File: src/rtl/veri_dsm_sinc3_dec_4to15.sv
// Third-order CIC (sinc^3) decimator for the 4-bit offset-binary delta-sigma stream.
// Decimates by 2**DEC_LOG2 and emits a 15-bit offset-binary word with a one-clock strobe.
module veri_dsm_sinc3_dec_4to15 #(
  parameter int DEC_LOG2 = 4
) (
  input  logic        clk,
  input  logic        rst,
  input  logic [3:0]  din,
  input  logic        din_valid,
  output logic [14:0] dout,
  output logic        dout_valid,
  output logic        settled
);

  localparam int ACC_W = 4 + 3 * DEC_LOG2;
  localparam logic [DEC_LOG2-1:0] PHASE_LAST = {DEC_LOG2{1'b1}};
  localparam logic [DEC_LOG2-1:0] PHASE_ONE  = {{(DEC_LOG2-1){1'b0}}, 1'b1};

  logic [ACC_W-1:0]    i1_r, i2_r, i3_r;
  logic [ACC_W-1:0]    c0_r, d1_r, d2_r, d3_r;
  logic [DEC_LOG2-1:0] phase_r;
  logic                tick_r;
  logic [1:0]          out_cnt_r;
  logic [14:0]         dout_r;
  logic                dout_valid_r;
  logic                settled_r;

  logic [3:0]          x4_s;
  logic [ACC_W-1:0]    x_s;
  logic [ACC_W-1:0]    y1_s, y2_s, y3_s;
  logic [14:0]         s_s;

  // Input mapping to signed and the comb differences of the captured sample.
  always_comb begin
    x4_s = {~din[3], din[2:0]};
    x_s  = {{(ACC_W-4){x4_s[3]}}, x4_s};
    y1_s = c0_r - d1_r;
    y2_s = y1_s - d2_r;
    y3_s = y2_s - d3_r;
    s_s  = y3_s[ACC_W-1 -: 15];
  end

  // Integrators, decimation phase, comb delays and registered outputs.
  always_ff @(posedge clk) begin
    if (!rst) begin
      i1_r         <= '0;
      i2_r         <= '0;
      i3_r         <= '0;
      c0_r         <= '0;
      d1_r         <= '0;
      d2_r         <= '0;
      d3_r         <= '0;
      phase_r      <= '0;
      tick_r       <= 1'b0;
      out_cnt_r    <= 2'd0;
      dout_r       <= 15'h4000;
      dout_valid_r <= 1'b0;
      settled_r    <= 1'b0;
    end else begin
      if (din_valid) begin
        i1_r    <= i1_r + x_s;
        i2_r    <= i2_r + i1_r;
        i3_r    <= i3_r + i2_r;
        phase_r <= phase_r + PHASE_ONE;
        // Capture the pre-update integrator value on the last sample of a frame.
        if (phase_r == PHASE_LAST) begin
          c0_r <= i3_r;
        end
      end
      tick_r       <= din_valid && (phase_r == PHASE_LAST);
      dout_valid_r <= tick_r;
      // Comb runs one edge after the tick, independent of din_valid on that edge.
      if (tick_r) begin
        d1_r   <= c0_r;
        d2_r   <= y1_s;
        d3_r   <= y2_s;
        dout_r <= {~s_s[14], s_s[13:0]};
        if (out_cnt_r != 2'd3) begin
          out_cnt_r <= out_cnt_r + 2'd1;
        end
        if (out_cnt_r == 2'd2) begin
          settled_r <= 1'b1;
        end
      end
    end
  end

  assign dout       = dout_r;
  assign dout_valid = dout_valid_r;
  assign settled    = settled_r;

endmodule

File: config.mk
export PLATFORM = sky130hd
export DESIGN_NAME = veri_dsm_sinc3_dec_4to15
export DESIGN_NICKNAME = d
export VERILOG_FILES = /design/src/rtl/veri_dsm_sinc3_dec_4to15.sv
export SDC_FILE = /design/constraint.sdc
export NUM_CORES = 1
export LEC_CHECK = 0
export CAP_MARGIN = 20
export CORE_MARGIN = 2
export CORE_UTILIZATION = 45
export CTS_CLUSTER_DIAMETER = 150
export CTS_CLUSTER_SIZE = 28
export DETAILED_ROUTE_END_ITERATION = 12
export GPL_TIMING_DRIVEN = 1
export SLEW_MARGIN = 20
export SYNTH_ARGS = -nofsm -noshare
export SYNTH_HDL_FRONTEND = slang
export SYNTH_SLANG_ARGS = --single-unit
File: constraint.sdc
create_clock -name clk -period 10.25 [get_ports clk]
set_clock_uncertainty 0.05 [all_clocks]
set_input_delay 1.5375 -clock clk [delete_from_list [all_inputs] [get_ports clk]]
set_output_delay 1.5375 -clock clk [all_outputs]
set_load 0.02 [all_outputs]
==> flow_summary.json <==
{
  "status": "finished clean",
  "end_kind": "flop",
  "min_path_type": "flop to flop",
  "globalRouteOverflowTotal": 0,
  "grt-busiest-layer": "met2",
  "met1_usage_pct": 21.2,
  "setup_viol_count_final": 0,
  "synth_simple_gate_area_share_pct": 15.2,
  "hold_viol": 0,
  "ir_drop_mv": 0.117,
  "grt_pass1_wl_um": 28800,
  "switching_share_pct": 26.0,
  "antenna_cells": 0,
  "first_pass_iters": 4,
  "fmax_mhz": 201,
  "via_per_inst": 5.05,
  "p_clk_share_pct": 43.9,
  "worstReg2RegStart": "c0_r[0]",
  "cp_slowest_cell": "a2111oi_0",
  "worst_pin_slew_ns": 0.990,
  "setup_tns_ns": 0,
  "synth.ff_latch_count": 136,
  "max-slew-margin-rel_pct": 33.8,
  "synth_mux_area_share_pct": 7.46,
  "final_cell_mix": "145 x nor2_1, 135 x dfxtp_1, 92 x ha_1",
  "core_sq_um": 19300,
  "final_common_cell": "nor2_1",
  "synth_top_family_by_area": "compound AO/OA/AOI/OAI gates",
  "max_stage_delay_ns": 0.41,
  "cts.path.max_buffers": 2,
  "synthXorXnorAreaFrac_pct": 7.45,
  "crit_buf_inv": 1,
  "cts_htree_levels": 4,
  "cap_violations": 0,
  "critPathKind": "flop to flop",
  "arrival_ns": 5.23,
  "path_max_fanout": 6,
  "final_nets": 1155,
  "fin_crit_sh_pct": 48.7,
  "clock-sinks": 136,
  "place_congestion": 0.802,
  "async_flop_share_pct": 0,
  "dieArea_sq_um": 20600,
  "fillers": 1883,
  "syn_avg_cell_area_sq_um": 8.42,
  "p_comb_share_pct": 13.8,
  "critPathLaunch": "c0_r[0]",
  "rsz0062_at_grt": "false",
  "clk_pin_slew_ns": 0.06,
  "pwr-share-seq_pct": 42.3,
  "io_pins": 24,
  "ys.flop_type": "dfxtp_1",
  "cts_resized": 0,
  "wl_per_cell_um": 12.3,
  "synth_adder_area_share_pct": 14.5,
  "post_cts_buffers": 0,
  "power_mw": 1.35,
  "clock_latency_ns": 0.42,
  "power_density_nw_per_um2": 138,
  "grtUsageMet3_pct": 3.00,
  "synth_edf_count": 0,
  "wirelength_um": 16300,
  "synth_compound_area_share_pct": 19.5,
  "port_buffers": 23,
  "grt_use_total_pct": 16.9,
  "leakage_nw": 4.03,
  "hpwlAfterDp_um": 11600,
  "cts-root-buf": "clkbuf_16",
  "numCtsBuffers": 17,
  "cpLargestDelayFamily": "compound AO/OA/AOI/OAI gates",
  "synth.net_count": 1144,
  "synthesis.area_sq_um": 8750,
  "drt_iter0_markers": 266,
  "cts_hold_buf": 0,
  "ant_nets": 0,
  "die_h_um": 143,
  "grt_max_degree": 83,
  "required_ns": 10.50,
  "antenna_found_initial": 0,
  "drive_gt1_share_pct": 5.84,
  "cts_tree": "built",
  "fp.dieW_um": 143,
  "startpoint_type": "flop",
  "ys_seq_area_share_pct": 31.1,
  "synthDistinctLibCells": 67,
  "synthCells": 1039,
  "placementRows": 51,
  "hold_start": "dout[13]",
  "critical_path.cell_chain": "inv_1 -> ha_1 -> fa_1 -> nor2b_1 -> o21bai_1 -> a21boi_0 -> o21ai_0 -> a21boi_0 -> a21oi_1 -> xnor2_1 -> ha_1 -> nand4_1 -> nor2_1 -> o21ai_0 -> nand2_1 -> xor2_1 -> ha_1 -> a21oi_1 -> nand2_1 -> a2111oi_0 -> o2bb2ai_1 -> nor2_1 -> nand2_1 -> o211ai_1",
  "post-route-min-period_ns": 4.99,
  "grt_pass1_vias": 6270,
  "yosys_warnings": 0,
  "net-switching-power_mw": 0.351,
  "grtUsageMet2_pct": 29.4,
  "start_util_pct": 45.4,
  "drv_slew": 0,
  "drc": 0,
  "vias": 6697,
  "synthToLayoutAreaGrowth_pct": 11.8,
  "p_int_mw": 0.999
}
area by class of cell:
| class | instances | area (sq um) | share of cell area [%] |
|---|---|---|---|
| Clock buffer | 19 | 443 | 4.53 |
| Clock inverter | 12 | 129 | 1.32 |
| Inverter | 75 | 284 | 2.90 |
| Multi-Input combinational cell | 792 | 5610 | 57.3 |
| Sequential cell | 136 | 2720 | 27.8 |
| Tap cell | 265 | 332 | 3.39 |
| Timing Repair Buffer | 28 | 263 | 2.69 |
registers in the layout (all words and copies together), names as in the netlist:
name,flops
d3_r,16
dout,15
out_cnt_r,2
i2_r,16
d2_r,16
dout_valid,1
c0_r,16
i1_r,16
i3_r,16
settled,1
phase_r,4
tick_r,1
d1_r,16
power by group through the flow:
stage,logic (mW),clock network (mW),registers (mW)
floorplan,0.158,0,0.576
global placement,0.185,0,0.581
detailed placement,0.187,0,0.582
CTS,0.188,0.608,0.571
global route,0.213,0.632,0.575
finish,0.186,0.593,0.571
tightest hold or removal path: stages, from the launching register on:
cell     delay, ns
dfxtp_1       0.32
nand2_1       0.05
o21ai_0       0.05
kinds of logic (layout without fill, tap and decap cells):
logic type	after synthesis	after routing
multiplexers	65	65
flip-flops	136	136
XOR/XNOR	72	72
AO/OA/AOI/OAI	252	252
AND/OR/NAND/NOR	305	305
buffers and inverters	111	134
adder cells (fa/ha/maj)	98	98
per-stage QoR:
stage	setup WS [ns]	util, %	cells	hold slack (ns)	area (sq um)
2_1_floorplan	5.86	-	1039	0.390	8750
3_3_place_gp	5.40	47.8	1296	0.392	9210
3_5_place_dp	5.34	47.8	1296	0.393	9210
4_1_cts	5.32	50.8	1327	0.406	9790
5_1_grt	4.79	50.8	1327	0.420	9790
6_report	5.26	50.8	1327	0.400	9790
path summary, 6_finish.rpt:
path	to	slack, ns	depth (start not counted)
worst max-delay path	dout[14]	5.26	24
worst min-delay path	dout[13]	0.40	2
worst min register to register	dout[13]	0.40	2
worst max register to register	dout[14]	5.26	24
cell usage after synthesis, types with 3 or more instances:
| cell | n | area, sq um |
|---|---|---|
| nor2_1 | 145 | 544 |
| dfxtp_1 | 136 | 2720 |
| ha_1 | 92 | 1150 |
| a21oi_1 | 79 | 395 |
| nand2_1 | 77 | 289 |
| inv_1 | 74 | 278 |
| mux2i_1 | 63 | 631 |
| xnor2_1 | 47 | 412 |
| o21ai_0 | 36 | 180 |
| clkbuf_1 | 31 | 116 |
| a21o_1 | 26 | 195 |
| xor2_1 | 23 | 201 |
| a211oi_1 | 20 | 150 |
| o21a_1 | 17 | 128 |
| nor3_1 | 16 | 80.1 |
| nand3_1 | 14 | 70.1 |
| nor2b_1 | 13 | 81.3 |
| nand2b_1 | 11 | 68.8 |
| o21bai_1 | 10 | 75.1 |
| a31oi_1 | 7 | 43.8 |
| a21boi_0 | 6 | 45.0 |
| fa_1 | 6 | 120 |
| or3_1 | 6 | 37.5 |
| a31o_2 | 5 | 43.8 |
| and2_1 | 5 | 31.3 |
| buf_1 | 5 | 18.8 |
| nand3b_1 | 5 | 37.5 |
| nand4_1 | 5 | 31.3 |
| o21ai_1 | 4 | 20.0 |
| a21oi_2 | 3 | 26.3 |
| a22o_1 | 3 | 26.3 |
| nand4b_1 | 3 | 26.3 |
| o211ai_1 | 3 | 22.5 |
metal layers:
layer | vias up | share of wire, %
li1 | 3637 | -
met1 | 3001 | 49
met2 | 42 | 48
met3 | 17 | 1.9
met4 | 0 | 1.4
met5 | - | 0
No activity file was read; power rests on OpenSTA's default activity.
